<file path="config.mk">
export PLATFORM = sky130hd
export DESIGN_NAME = scene_renderer
export DESIGN_NICKNAME = d
export VERILOG_FILES = /design/src/rtl/scene_renderer.sv
export SDC_FILE = /design/constraint.sdc
export NUM_CORES = 1
export LEC_CHECK = 0
export BUFFER_PORTS_ARGS = -buffer_cell sky130_fd_sc_hd__buf_2
export CAP_MARGIN = 20
export CORE_MARGIN = 2
export CORE_UTILIZATION = 45
export DETAILED_ROUTE_END_ITERATION = 7
export PLACE_DENSITY = 0.67
export SLEW_MARGIN = 5
export SYNTH_ARGS = -nofsm -noshare
export SYNTH_HDL_FRONTEND = slang
export SYNTH_SLANG_ARGS = --single-unit
</file>
<file path="constraint.sdc">
create_clock -name CLK -period 3 [get_ports CLK]
set_input_delay 0.3 -clock CLK [delete_from_list [all_inputs] [get_ports CLK]]
set_output_delay 0.3 -clock CLK [all_outputs]
set_load 0.02 [all_outputs]
</file>
<file path="src/rtl/scene_renderer.sv">
// Two-stage pixel renderer: player/car sprites over a tiled background, with per-frame
// player/car collision detection when SCENE_COLLISION_EN is defined (default build: collision outputs tied 0).
module scene_renderer #(
  parameter int NUM_CARS     = 4,
  parameter int COLOR_BITS   = 1,
  parameter int H_DISPLAY    = 640,
  parameter int V_DISPLAY    = 480,
  parameter int PLAYER_W     = 16,
  parameter int PLAYER_H     = 16,
  parameter int CAR_W        = 32,
  parameter int CAR_H        = 16,
  parameter int TILE_X0      = 10,
  parameter int TILE_Y0      = 320,
  parameter int TILE_PITCH_X = 35,
  parameter int TILE_PITCH_Y = 32,
  parameter int TILE_W       = 30,
  parameter int TILE_H       = 28,
  parameter int TILE_COLS    = 18,
  parameter int TILE_ROWS    = 5
) (
  input  logic                     CLK,
  input  logic                     RST_N,
  input  logic [9:0]               h_count,
  input  logic [9:0]               v_count,
  input  logic [9:0]               player_x,
  input  logic [9:0]               player_y,
  input  logic [10*NUM_CARS-1:0]   car_x,
  input  logic [10*NUM_CARS-1:0]   car_y,
  output logic [COLOR_BITS-1:0]    VGA_R,
  output logic [COLOR_BITS-1:0]    VGA_G,
  output logic [COLOR_BITS-1:0]    VGA_B,
  output logic                     collision,
  output logic [7:0]               collision_count
);

  localparam int CPW = $clog2(TILE_PITCH_X + 1);
  localparam int CIW = $clog2(TILE_COLS + 1);
  localparam int RPW = $clog2(TILE_PITCH_Y + 1);
  localparam int RIW = $clog2(TILE_ROWS + 1);

  localparam logic [CPW-1:0] COL_LAST = CPW'(TILE_PITCH_X - 1);
  localparam logic [CPW-1:0] COL_WID  = CPW'(TILE_W);
  localparam logic [CIW-1:0] COL_END  = CIW'(TILE_COLS);
  localparam logic [RPW-1:0] ROW_LAST = RPW'(TILE_PITCH_Y - 1);
  localparam logic [RPW-1:0] ROW_HGT  = RPW'(TILE_H);
  localparam logic [RIW-1:0] ROW_END  = RIW'(TILE_ROWS);

  localparam logic [COLOR_BITS-1:0] FULL = '1;
  localparam logic [COLOR_BITS-1:0] OFF  = '0;

  // Sprite bounds are compared 11 bits wide so x+W never wraps past 1023.
  logic [10:0] h_w, v_w, pl_x, pl_y;
  assign h_w  = {1'b0, h_count};
  assign v_w  = {1'b0, v_count};
  assign pl_x = {1'b0, player_x};
  assign pl_y = {1'b0, player_y};

  logic player_hit_d, car_hit_d, tile_hit_d, active_d;
  logic player_hit_q, car_hit_q, tile_hit_q, active_q;

  assign player_hit_d = (pl_x <= h_w) && (h_w < pl_x + 11'(PLAYER_W)) &&
                        (pl_y <= v_w) && (v_w < pl_y + 11'(PLAYER_H));
  assign active_d     = (h_count < 10'(H_DISPLAY)) && (v_count < 10'(V_DISPLAY));

  always_comb begin
    car_hit_d = 1'b0;
    for (int i = 0; i < NUM_CARS; i++) begin
      if (({1'b0, car_x[10*i +: 10]} <= h_w) && (h_w < {1'b0, car_x[10*i +: 10]} + 11'(CAR_W)) &&
          ({1'b0, car_y[10*i +: 10]} <= v_w) && (v_w < {1'b0, car_y[10*i +: 10]} + 11'(CAR_H)))
        car_hit_d = 1'b1;
    end
  end

  // Tile grid: phase/index counters replace divide and modulo; valid bits stay low until the first load.
  logic [CPW-1:0] col_phase_d, col_phase_q;
  logic [CIW-1:0] col_idx_d, col_idx_q;
  logic           col_vld_d, col_vld_q;
  logic [RPW-1:0] row_phase_d, row_phase_q;
  logic [RIW-1:0] row_idx_d, row_idx_q;
  logic           row_vld_d, row_vld_q;

  always_comb begin
    col_phase_d = col_phase_q;
    col_idx_d   = col_idx_q;
    col_vld_d   = col_vld_q;
    if (h_count == 10'(TILE_X0)) begin
      col_phase_d = '0;
      col_idx_d   = '0;
      col_vld_d   = 1'b1;
    end else if (col_vld_q) begin
      if (col_phase_q == COL_LAST) begin
        col_phase_d = '0;
        if (col_idx_q != COL_END) col_idx_d = col_idx_q + 1'b1;
      end else begin
        col_phase_d = col_phase_q + 1'b1;
      end
    end
  end

  always_comb begin
    row_phase_d = row_phase_q;
    row_idx_d   = row_idx_q;
    row_vld_d   = row_vld_q;
    if (h_count == 10'd0) begin
      if (v_count == 10'(TILE_Y0)) begin
        row_phase_d = '0;
        row_idx_d   = '0;
        row_vld_d   = 1'b1;
      end else if (row_vld_q) begin
        if (row_phase_q == ROW_LAST) begin
          row_phase_d = '0;
          if (row_idx_q != ROW_END) row_idx_d = row_idx_q + 1'b1;
        end else begin
          row_phase_d = row_phase_q + 1'b1;
        end
      end
    end
  end

  assign tile_hit_d = col_vld_d && (col_phase_d < COL_WID) && (col_idx_d < COL_END) &&
                      row_vld_d && (row_phase_d < ROW_HGT) && (row_idx_d < ROW_END);

  logic [COLOR_BITS-1:0] vga_r_d, vga_g_d, vga_b_d;
  logic [COLOR_BITS-1:0] vga_r_q, vga_g_q, vga_b_q;

  always_comb begin
    vga_r_d = OFF;
    vga_g_d = OFF;
    vga_b_d = OFF;
    if (active_q) begin
      if (player_hit_q) begin
        vga_g_d = FULL;
      end else if (car_hit_q) begin
        vga_r_d = FULL;
      end else if (tile_hit_q) begin
        vga_r_d = FULL;
        vga_g_d = FULL;
        vga_b_d = FULL;
      end
    end
  end

  always_ff @(posedge CLK or negedge RST_N) begin
    if (!RST_N) begin
      player_hit_q <= 1'b0;
      car_hit_q    <= 1'b0;
      tile_hit_q   <= 1'b0;
      active_q     <= 1'b0;
      col_phase_q  <= '0;
      col_idx_q    <= '0;
      col_vld_q    <= 1'b0;
      row_phase_q  <= '0;
      row_idx_q    <= '0;
      row_vld_q    <= 1'b0;
      vga_r_q      <= '0;
      vga_g_q      <= '0;
      vga_b_q      <= '0;
    end else begin
      player_hit_q <= player_hit_d;
      car_hit_q    <= car_hit_d;
      tile_hit_q   <= tile_hit_d;
      active_q     <= active_d;
      col_phase_q  <= col_phase_d;
      col_idx_q    <= col_idx_d;
      col_vld_q    <= col_vld_d;
      row_phase_q  <= row_phase_d;
      row_idx_q    <= row_idx_d;
      row_vld_q    <= row_vld_d;
      vga_r_q      <= vga_r_d;
      vga_g_q      <= vga_g_d;
      vga_b_q      <= vga_b_d;
    end
  end

  assign VGA_R = vga_r_q;
  assign VGA_G = vga_g_q;
  assign VGA_B = vga_b_q;

`ifdef SCENE_COLLISION_EN
  // A hit registered on the same edge as the frame-end sample still counts for the closing frame.
  logic       frame_end, hit_now;
  logic       sticky_d, sticky_q;
  logic       coll_d, coll_q;
  logic [7:0] count_d, count_q;

  assign frame_end = (h_count == 10'd0) && (v_count == 10'(V_DISPLAY));
  assign hit_now   = active_q && player_hit_q && car_hit_q;

  always_comb begin
    sticky_d = sticky_q | hit_now;
    coll_d   = 1'b0;
    count_d  = count_q;
    if (frame_end) begin
      sticky_d = 1'b0;
      coll_d   = sticky_q | hit_now;
      if ((sticky_q | hit_now) && (count_q != 8'hFF)) count_d = count_q + 8'd1;
    end
  end

  always_ff @(posedge CLK or negedge RST_N) begin
    if (!RST_N) begin
      sticky_q <= 1'b0;
      coll_q   <= 1'b0;
      count_q  <= 8'd0;
    end else begin
      sticky_q <= sticky_d;
      coll_q   <= coll_d;
      count_q  <= count_d;
    end
  end

  assign collision       = coll_q;
  assign collision_count = count_q;
`else
  assign collision       = 1'b0;
  assign collision_count = 8'd0;
`endif

endmodule

</file>
==> summary.txt, run 1 <==
Placement Setup Slack: 323.9 ps
internal power: 1.158 mW
Cell Pwr Density: 250.1 mW/mm^2
max-slew violation count: 0
DRC: 0
Die Height: 126.6 um
CP Data Required Time: 3180 ps
commonest register cell after synthesis: dfrtp_1
switching share of total power: 40.15%
WL per Instance: 16.59 um
proportion of power drawn by the clock network: 24.5%
Buf+Inv Stages, Crit Path: 2
final hold slack: 52.41 ps
RSZ-0062 raised after global routing: no
cells traversed along the worst timing path: buf_2, nand3_1, xor2_1, ha_1, a2111oi_0, buf_4, o21a_1, a211oi_1, o21a_1, o22ai_1, o311ai_0, o2111ai_1
buffers inserted by post-CTS timing repair: 0
maximum number of pins on one net before global-route repair: 30
number of cells produced by synthesis: 813
total overflow reported by the global router: 0
clock sink count: 29
worst slew margin relative to its limit: 56.30%
die width: 126.6 um
critical path's most frequent cell: o21a_1
Row Count: 44
post-route clock period utilization: 79.99%
all-layer global routing usage: 23.17%
CTS tree: yes
Design Power: 1.934 mW
number of buffers between clock root and the deepest sink: 2
Post-CTS Hold Fix Bufs: 0
flip-flop and latch area: 725.7 sq um
Avg Vias per Cell: 5.611
share of synthesized area occupied by flip-flops and latches: 10.72%
Critical Path Source Type: input port
worst min path class: input port to async pin
share of post-route cells with drive strength above 1: 15.86%
share of power burned in combinational logic: 51.5%
Port-buffer cells: 124
1st-pass router iterations: 5
switching power: 0.7765 mW
root buffer selected by CTS: clkbuf_16
time the worst path needs with I/O delays and setup: 2400 ps
routed vias: 6,340
area of placed instances: 0.007592 sq mm
clock slew at the register clock pins of the worst setup and hold paths: 50 ps
area growth from synthesis to layout: 14.29%
sequential cell fraction of total power: 24.0%
delay of the slowest cell on the worst path: 560 ps
Post-Route Setup TNS: 0 ps
endpoint arrival time on the critical path: 2580 ps
effective utilization at floorplan: 46.39%
cell area after layout: 0.007735 sq mm
most frequent cell after synthesis: ha_1
leakage power figure: 4.021 nW
Critical Path Slowest Stage Cell: a2111oi_0
top cell type's share of synthesized area: 40.12%
antenna violations before repair: 0
max frequency: 0.4167 GHz
maximum capacitance violations: 0
final hold violations: 0
Post-DRT Antenna Nets: 0
Worst Skew: 7.378 ps
Syn. warnings: 0
crit-path max FO: 5
count of routing violations after the opening detailed-route iteration: 339
number of antenna cells inserted: 0
most frequent cells after synthesis: 217 x ha_1, 87 x inv_1, 50 x nor2_1
count of flip-flops with a built-in enable after synthesis: 0
kind of capture point of the worst setup path: flip-flop
most area-consuming cells after synthesis: ha_1 40%, dfrtp_1 11%, inv_1 4.8%
wire length of the first global-routing pass: 30.60 mm
Resized cells post-CTS: 0
VDD IR-drop max: 0.1969 mV
number of buffers inserted during clock tree synthesis: 5
biggest area consumer among synthesized cells: ha_1
number of nets in the finished design: 1,284
detailed placer's ending HPWL: 15.76 mm
post-synthesis average cell area: 8.324 sq um
transition time at the pin with the least slew margin: 655.5 ps
Crit Path Class: input port to flip-flop
area of the core: 0.01459 sq mm
H-tree Lvls: 2
kind of cell with the highest combined delay on the critical path: compound AO/OA/AOI/OAI gates
Detailed Route WL: 18.75 mm
area of the mapped netlist: 0.006768 sq mm
setup violation total in the final timing report: 0
fill count: 1,407
outcome: finished, final reports clean
synthesized flop and latch total: 29
area of the multi-input gates: 0.005638 sq mm
clock latency of the later-clocked register in the worst-skew pair: 270 ps
number of global-route vias before repair: 6,241
Synth async-reset ratio: 100.0%
Routability Congestion: 0.9344
count of cell types in the netlist: 65
die footprint: 0.01604 sq mm
num ports: 134
final setup slack of the worst path: 600.3 ps
layout by cell type (no fill, tap or decap), types with 3 or more instances in the layout:
master and instances:
nor2b_1 21, a22oi_1 4, and3_1 9, ha_1 217, clkbuf_16 5, a31oi_1 9, xnor2_1 15, nor3_1 18
buf_4 4, o21a_1 21, o2111ai_1 5, conb_1 9, inv_1 87, xor2_1 31, nand2b_1 5, o22ai_1 6
and4_1 4, o211ai_1 3, buf_2 124, a21oi_1 37, o21bai_1 3, nand2_1 30, dfrtp_1 29, a211oi_1 18
a2111oi_0 8, nand4_1 30, or3_1 4, a21o_1 12, o21ai_0 42, nor2_1 50, nand3_1 41
cell type report:
class	instances	share of cell area, %
clock buffers	5	1.618
clock inverters	3	0.2265
flip-flops and latches	29	9.382
repair buffers	128	8.412
well taps	184	2.976
multi-input cells	692	72.89
inverters	89	4.497
final timing paths:
path / slack (ps) / to / depth (start not counted) / from
max: 600 / car_hit_q / 12 / car_y[14]
min reg2reg: 500 / VGA_G / 1 / active_q
max in group asynchronous: 2520 / col_phase_q[5] / 1 / RST_N
min: 50 / col_phase_q[1] / 1 / RST_N
max reg2reg: 720 / tile_hit_q / 7 / col_phase_q[2]
min in group CLK: 470 / car_hit_q / 3 / car_x[29]
stage by stage:
step / cells / util, %
6_report: 1130 / 53.02
5_1_grt: 1130 / 53.02
4_1_cts: 1130 / 53.02
3_5_place_dp: 1122 / 52.04
3_3_place_gp: 1122 / 52.04
2_1_floorplan: 821 / -
metal layers:
layer | GRT usage (%) | vias up | routed length (um)
met2 | 39.54 | 167 | 8696
li1 | - | 3225 | -
met3 | 2.362 | 30 | 831
met5 | 0 | - | 0
met1 | 31.77 | 2918 | 8914
met4 | 4.719 | 0 | 306
power groups by stage:
stage          sequential, mW  combinational, mW  clock [mW]
2_1_floorplan           0.461              0.633           0
3_3_place_gp            0.470              0.977           0
3_5_place_dp            0.470              0.985           0
4_1_cts                 0.464              0.992       0.482
5_1_grt                 0.469               1.14       0.500
6_report                0.464              0.996       0.474
sequential cells by signal (all words and copies together) (netlist names), 3 cells and up:
register	count
row_idx_q	3
row_phase_q	6
col_idx_q	5
col_phase_q	6
cells by family (layout without fill, tap and decap cells):
group	count (synthesis)	in the layout	share of synthesized area [%]
muxes	2	2	0.2958
AOI/OAI and AO/OA	186	186	18.03
and+or+nand+nor	232	232	18.41
DFF	29	29	10.72
adders and majority gates	217	217	40.12
xor gates and xnor gates	46	46	5.953
other	1	9	0.05541
buffers and inverters	100	225	6.415
No activity file was read; power rests on OpenSTA's default activity.
==> run 2: changes to the inputs <==
--- a/config.mk
+++ b/config.mk
@@ -10,7 +10,7 @@
 export CORE_MARGIN = 2
 export CORE_UTILIZATION = 45
 export DETAILED_ROUTE_END_ITERATION = 7
-export PLACE_DENSITY = 0.67
+export PLACE_DENSITY = 0.7
 export SLEW_MARGIN = 5
 export SYNTH_ARGS = -nofsm -noshare
 export SYNTH_HDL_FRONTEND = slang
==> constraint.sdc (replaced) <==
create_clock -name CLK -period 2.14 [get_ports CLK]
set_input_delay 0.214 -clock CLK [delete_from_list [all_inputs] [get_ports CLK]]
set_output_delay 0.214 -clock CLK [all_outputs]
set_load 0.02 [all_outputs]
==> run 2 against run 1 <==
Sequential power is 36% higher. Clock skew decreased by 1.7 ps. Count of clock-buffer cells in the layout stayed put. Setup slack worse by 600 ps. Cell area is 15% higher. Hold slack improved by 350 ps. Largest power group unchanged. Highest routed layer unchanged.
==> summary.txt, run 2 (synthesized netlist as in run 1, its figures left out) <==
max-slew violation count: 0
maximum capacitance violations: 0
registers with the most flip-flops: col_phase_q (6), row_phase_q (6), col_idx_q (5)
CTS tree: yes
endpoint arrival time on the critical path: 2320 ps
Post-Route Setup TNS: 0 ps
most frequent standard cell in the layout excluding fill and tap cells: ha_1
commonest cells after routing, fill and taps aside: 214 x ha_1, 133 x buf_4, 124 x buf_2, 83 x inv_1, 49 x nor2_1
routed vias: 6,924
VDD IR-drop max: 0.6118 mV
maximum number of pins on one net before global-route repair: 30
detailed placer's ending HPWL: 17.00 mm
clock slew at the register clock pins of the worst setup and hold paths: 50 ps
effective utilization at floorplan: 46.39%
cells traversed along the worst timing path: buf_2, or4_4, nor4_4, and2_4, or2_4, nand3b_1, or4b_1, a311oi_2
count of routing violations after the opening detailed-route iteration: 431
time the worst path needs with I/O delays and setup: 2138 ps
worst min path class: input port to flip-flop
number of nets in the finished design: 1,415
number of global-route vias before repair: 6,826
area of placed instances: 0.008558 sq mm
Avg Vias per Cell: 5.491
Cell Pwr Density: 363.8 mW/mm^2
Critical Path Slowest Stage Cell: or4_4
root buffer selected by CTS: clkbuf_16
clock sink count: 29
Reg2Reg Depth: 7
1st-pass router iterations: 5
WL per Instance: 15.81 um
post-route clock period utilization: 99.90%
wire length of the first global-routing pass: 32.50 mm
number of non-filler instances in the completed layout: 1,261
Hold Path Sink: car_hit_q
Worst Skew: 5.721 ps
Routability Congestion: 0.9323
Port-buffer cells: 124
die width: 126.6 um
H-tree Lvls: 2
Crit Path Class: input port to flip-flop
Detailed Route WL: 19.94 mm
die footprint: 0.01604 sq mm
Design Power: 3.237 mW
setup violation total in the final timing report: 0
hold wc startpoint: car_x[29]
total overflow reported by the global router: 0
FF-to-FF setup slack: 40 ps
delay of the slowest cell on the worst path: 540 ps
Critical Path Source Type: input port
transition time at the pin with the least slew margin: 655.4 ps
outcome: finished, final reports clean
leakage power figure: 4.686 nW
number of buffers between clock root and the deepest sink: 2
fill count: 1,322
crit-path max FO: 4
number of buffers inserted during clock tree synthesis: 5
Post-DRT Antenna Nets: 0
end of the worst register-to-register path: tile_hit_q
clock latency of the later-clocked register in the worst-skew pair: 280 ps
Die Height: 126.6 um
antenna violations before repair: 0
area growth from synthesis to layout: 31.48%
RSZ-0062 raised after global routing: yes
DRC: 0
worst slew margin relative to its limit: 56.31%
number of antenna cells inserted: 0
share of post-route cells with drive strength above 1: 27.86%
area of the core: 0.01459 sq mm
startpoint of the lowest-slack register-to-register path: col_phase_q[2]
all-layer global routing usage: 24.93%
cell area after layout: 0.008899 sq mm
Row Count: 44
CP Data Required Time: 2320 ps
dpl cells: 1,249
num ports: 134
Hold Path Cell Cnt: 3
max frequency: 0.4678 GHz
kind of capture point of the worst setup path: flip-flop
end-of-flow core utilization: 60.99%
final hold violations: 0
[run 2: cell count changes in the layout (fill, tap and decap cells not counted), sizes merged]
cell         delta
dlygate4sd3     +1
inv             -2
buf           +130
clkinv          -1
bufinv          +2
clkinvlp        +1
[run 2: worst max path at each step]
stage | slack (ps) | endpoint | cells after the start | start
after floorplan | 10 | tile_hit_q | 7 | v_count[0]
after global placement | -220 | tile_hit_q | 8 | v_count[0]
after detailed placement | -250 | tile_hit_q | 8 | v_count[0]
after CTS | 4 | tile_hit_q | 7 | col_phase_q[2]
after global routing | -100 | tile_hit_q | 8 | col_phase_q[2]
final | 2 | tile_hit_q | 8 | v_count[0]
[run 2: repair_timing]
item / 4_1_cts / 5_1_grt
hold endpoints to repair: 29 / 0
pin swaps: 2 / 6
hold buffers: 1 / 0
resized for setup: 2 / 26
buffers inserted: 1 / 2
setup endpoints to repair: 1 / 3
[run 2: worst max-delay path: cells and delay by family]
kind,cells,cell delay (ps)
AND/OR/NAND/NOR,6,1770
AO/OA/AOI/OAI,1,200
buffers and inverters,1,130
[run 2: final cells by class]
type | instances | area, sq um | area share [%]
flip-flops and latches | 29 | 725.7 | 8.155
multi-input cells | 692 | 5748 | 64.60
clock inverters | 3 | 65.06 | 0.7312
clock buffers | 5 | 125.1 | 1.406
inverters | 89 | 355.3 | 3.993
well taps | 184 | 230.2 | 2.587
repair buffers | 259 | 1649 | 18.53
[run 2: layer usage]
metal | part of all wire (%) | GRT usage (%)
met5 | 0 | 0
met4 | 1.7 | 5.107
met3 | 3.8 | 1.603
met2 | 47 | 43.22
met1 | 47 | 34.20
[run 2: metrics by stage]
| stage | hold WS (ps) | worst slack, ps |
|---|---|---|
| floorplan | -81.59 | 14.08 |
| global placement | 277.5 | -223.0 |
| detailed placement | 281.2 | -249.9 |
| CTS | 407.7 | 3.647 |
| global route | 439.2 | -102.8 |
| finish | 407.1 | 2.166 |
[run 2: power by group]
group	switching [mW]	internal (mW)	leakage [nW]	total [mW]
sequential	0.0348	0.597	0.368	0.631
combinational	0.883	0.813	4.22	1.70
clock	0.246	0.664	0.0938	0.910
total	1.16	2.07	4.69	3.24
==> run 3: changes to the inputs <==
--- a/config.mk
+++ b/config.mk
@@ -8,9 +8,9 @@
 export BUFFER_PORTS_ARGS = -buffer_cell sky130_fd_sc_hd__buf_2
 export CAP_MARGIN = 20
 export CORE_MARGIN = 2
-export CORE_UTILIZATION = 45
+export CORE_UTILIZATION = 50
 export DETAILED_ROUTE_END_ITERATION = 7
-export PLACE_DENSITY = 0.7
+export PLACE_DENSITY = 0.76
 export SLEW_MARGIN = 5
 export SYNTH_ARGS = -nofsm -noshare
 export SYNTH_HDL_FRONTEND = slang
==> run 3 against run 2 <==
The flow now finishes with violations (negative setup slack). Clock power shrank 26%. Fmax is 2.0% lower. Clock skew is 0.96 ps lower. Flip-flop and latch count unchanged. Largest power group unchanged. Highest routed layer unchanged.
==> summary.txt, run 3 (synthesized netlist as in run 1, its figures left out) <==
detailed placer's ending HPWL: 16.81 mm
final setup slack of the worst path: -41.78 ps
kind of cell with the highest combined delay on the critical path: simple AND/OR/NAND/NOR gates
RSZ-0062 raised after global routing: yes
number of buffers between clock root and the deepest sink: 2
VDD IR-drop max: 0.3001 mV
CP Data Required Time: 2320 ps
die width: 120.3 um
outcome: finished, violations left
max-slew violation count: 0
wire length of the first global-routing pass: 32.28 mm
kind of capture point of the worst setup path: flip-flop
endpoint arrival time on the critical path: 2360 ps
Cell Pwr Density: 341.5 mW/mm^2
Crit Path Class: flip-flop to flip-flop
number of non-filler instances in the completed layout: 1,256
fill count: 1,133
area of the core: 0.01324 sq mm
routed vias: 6,973
count of routing violations after the opening detailed-route iteration: 412
delay of the slowest cell on the worst path: 530 ps
end-of-flow core utilization: 66.35%
Die Height: 120.3 um
transition time at the pin with the least slew margin: 662.6 ps
clock latency of the later-clocked register in the worst-skew pair: 280 ps
maximum capacitance violations: 0
commonest cells after routing, fill and taps aside: 216 x ha_1, 136 x buf_4, 124 x buf_2, 87 x inv_1, 49 x nor2_1
number of buffers inserted during clock tree synthesis: 5
dpl cells: 1,245
H-tree Lvls: 2
total overflow reported by the global router: 0
post-route clock period utilization: 102.0%
number of global-route vias before repair: 6,886
number of nets in the finished design: 1,418
registers with the most flip-flops: col_phase_q (6), row_phase_q (6), col_idx_q (5)
1st-pass router iterations: 5
num ports: 134
Row Count: 42
most frequent standard cell in the layout excluding fill and tap cells: ha_1
crit-path max FO: 4
clock slew at the register clock pins of the worst setup and hold paths: 50 ps
final hold slack: 399.2 ps
die footprint: 0.01448 sq mm
CTS tree: yes
worst min path class: input port to flip-flop
Worst Skew: 4.757 ps
final hold violations: 0
Buf+Inv Stages, Crit Path: 0
cells traversed along the worst timing path: nor3_2, and4_4, nand4_1, xor2_1, a211oi_2, or4b_4, a311oi_2
violated checks: negative setup slack
Critical Path Source Type: flip-flop
DRC: 0
Detailed Route WL: 19.93 mm
Port-buffer cells: 124
maximum number of pins on one net before global-route repair: 30
all-layer global routing usage: 27.63%
antenna violations before repair: 0
Avg Vias per Cell: 5.552
worst slew margin relative to its limit: 55.82%
time the worst path needs with I/O delays and setup: 2182 ps
max frequency: 0.4583 GHz
effective utilization at floorplan: 51.11%
WL per Instance: 15.87 um
clock sink count: 29
area growth from synthesis to layout: 29.84%
Routability Congestion: 0.9391
Design Power: 3.001 mW
root buffer selected by CTS: clkbuf_16
setup violation total in the final timing report: 1
share of post-route cells with drive strength above 1: 27.04%
number of antenna cells inserted: 0
leakage power figure: 4.682 nW
Post-DRT Antenna Nets: 0
Critical Path Slowest Stage Cell: or4b_4
[run 3: cell count changes in the layout (fill, tap and decap cells not counted), moves of 3 or more]
cell / delta
a2111oi_2: -3
inv_1: +4
buf_4: +3
nor3_2: -3
nor3_1: +3
a2111oi_0: +3
[run 3: what timing repair did]
action                     4_1_cts  5_1_grt
hold endpoints to repair        29        0
hold buffers                     1        0
buffers inserted                 0        2
resized for setup                2       11
setup endpoints to repair        1        2
pin swaps                        0        2
[run 3: worst paths after layout]
check / from / end / slack (ps) / depth (start not counted)
worst max register to register: col_phase_q[2] / tile_hit_q / -40 / 7
worst min register to register: active_q / VGA_G / 500 / 1
min in group asynchronous: RST_N / col_idx_q[3] / 500 / 2
worst max-delay path: col_phase_q[2] / tile_hit_q / -40 / 7
max in group asynchronous: RST_N / row_phase_q[3] / 1200 / 2
worst min-delay path: car_x[29] / car_hit_q / 400 / 3
[run 3: stage by stage]
| stage | TNS [ps] | setup WS (ps) | area, sq um |
|---|---|---|---|
| 2_1_floorplan | 0 | 14.08 | 6798 |
| 3_3_place_gp | -406.1 | -232.6 | 8578 |
| 3_5_place_dp | -598.3 | -311.9 | 8578 |
| 4_1_cts | -13.64 | -13.64 | 8738 |
| 5_1_grt | -238.7 | -140.8 | 8787 |
| 6_report | -41.78 | -41.78 | 8787 |
[run 3: layer usage]
layer	vias up	wire length [um]	track usage [%]
li1	3496	-	-
met1	3214	8932	36.91
met2	215	9381	46.34
met3	48	1030	2.594
met4	0	588	10.17
met5	-	0	0
[run 3: final cells by class]
| cell class | count | area [sq um] | area share, % |
|---|---|---|---|
| Clock buffer | 5 | 125.1 | 1.424 |
| Clock inverter | 3 | 17.52 | 0.1993 |
| Inverter | 89 | 347.8 | 3.958 |
| Multi-Input combinational cell | 692 | 5679 | 64.63 |
| Sequential cell | 29 | 725.7 | 8.259 |
| Tap cell | 176 | 220.2 | 2.506 |
| Timing Repair Buffer | 262 | 1672 | 19.02 |
[run 3: power breakdown]
part / leakage (nW) / total (mW) / internal (mW) / switching [mW]
clock: 0.0696 / 0.675 / 0.425 / 0.250
sequential: 0.368 / 0.630 / 0.597 / 0.0332
combinational: 4.24 / 1.70 / 0.815 / 0.881
total: 4.68 / 3.00 / 1.84 / 1.16
[run 3: tightest hold or removal path, cell delays in order]
cell and delay, ps:
buf_2 130, a22oi_1 90, o2111ai_1 200
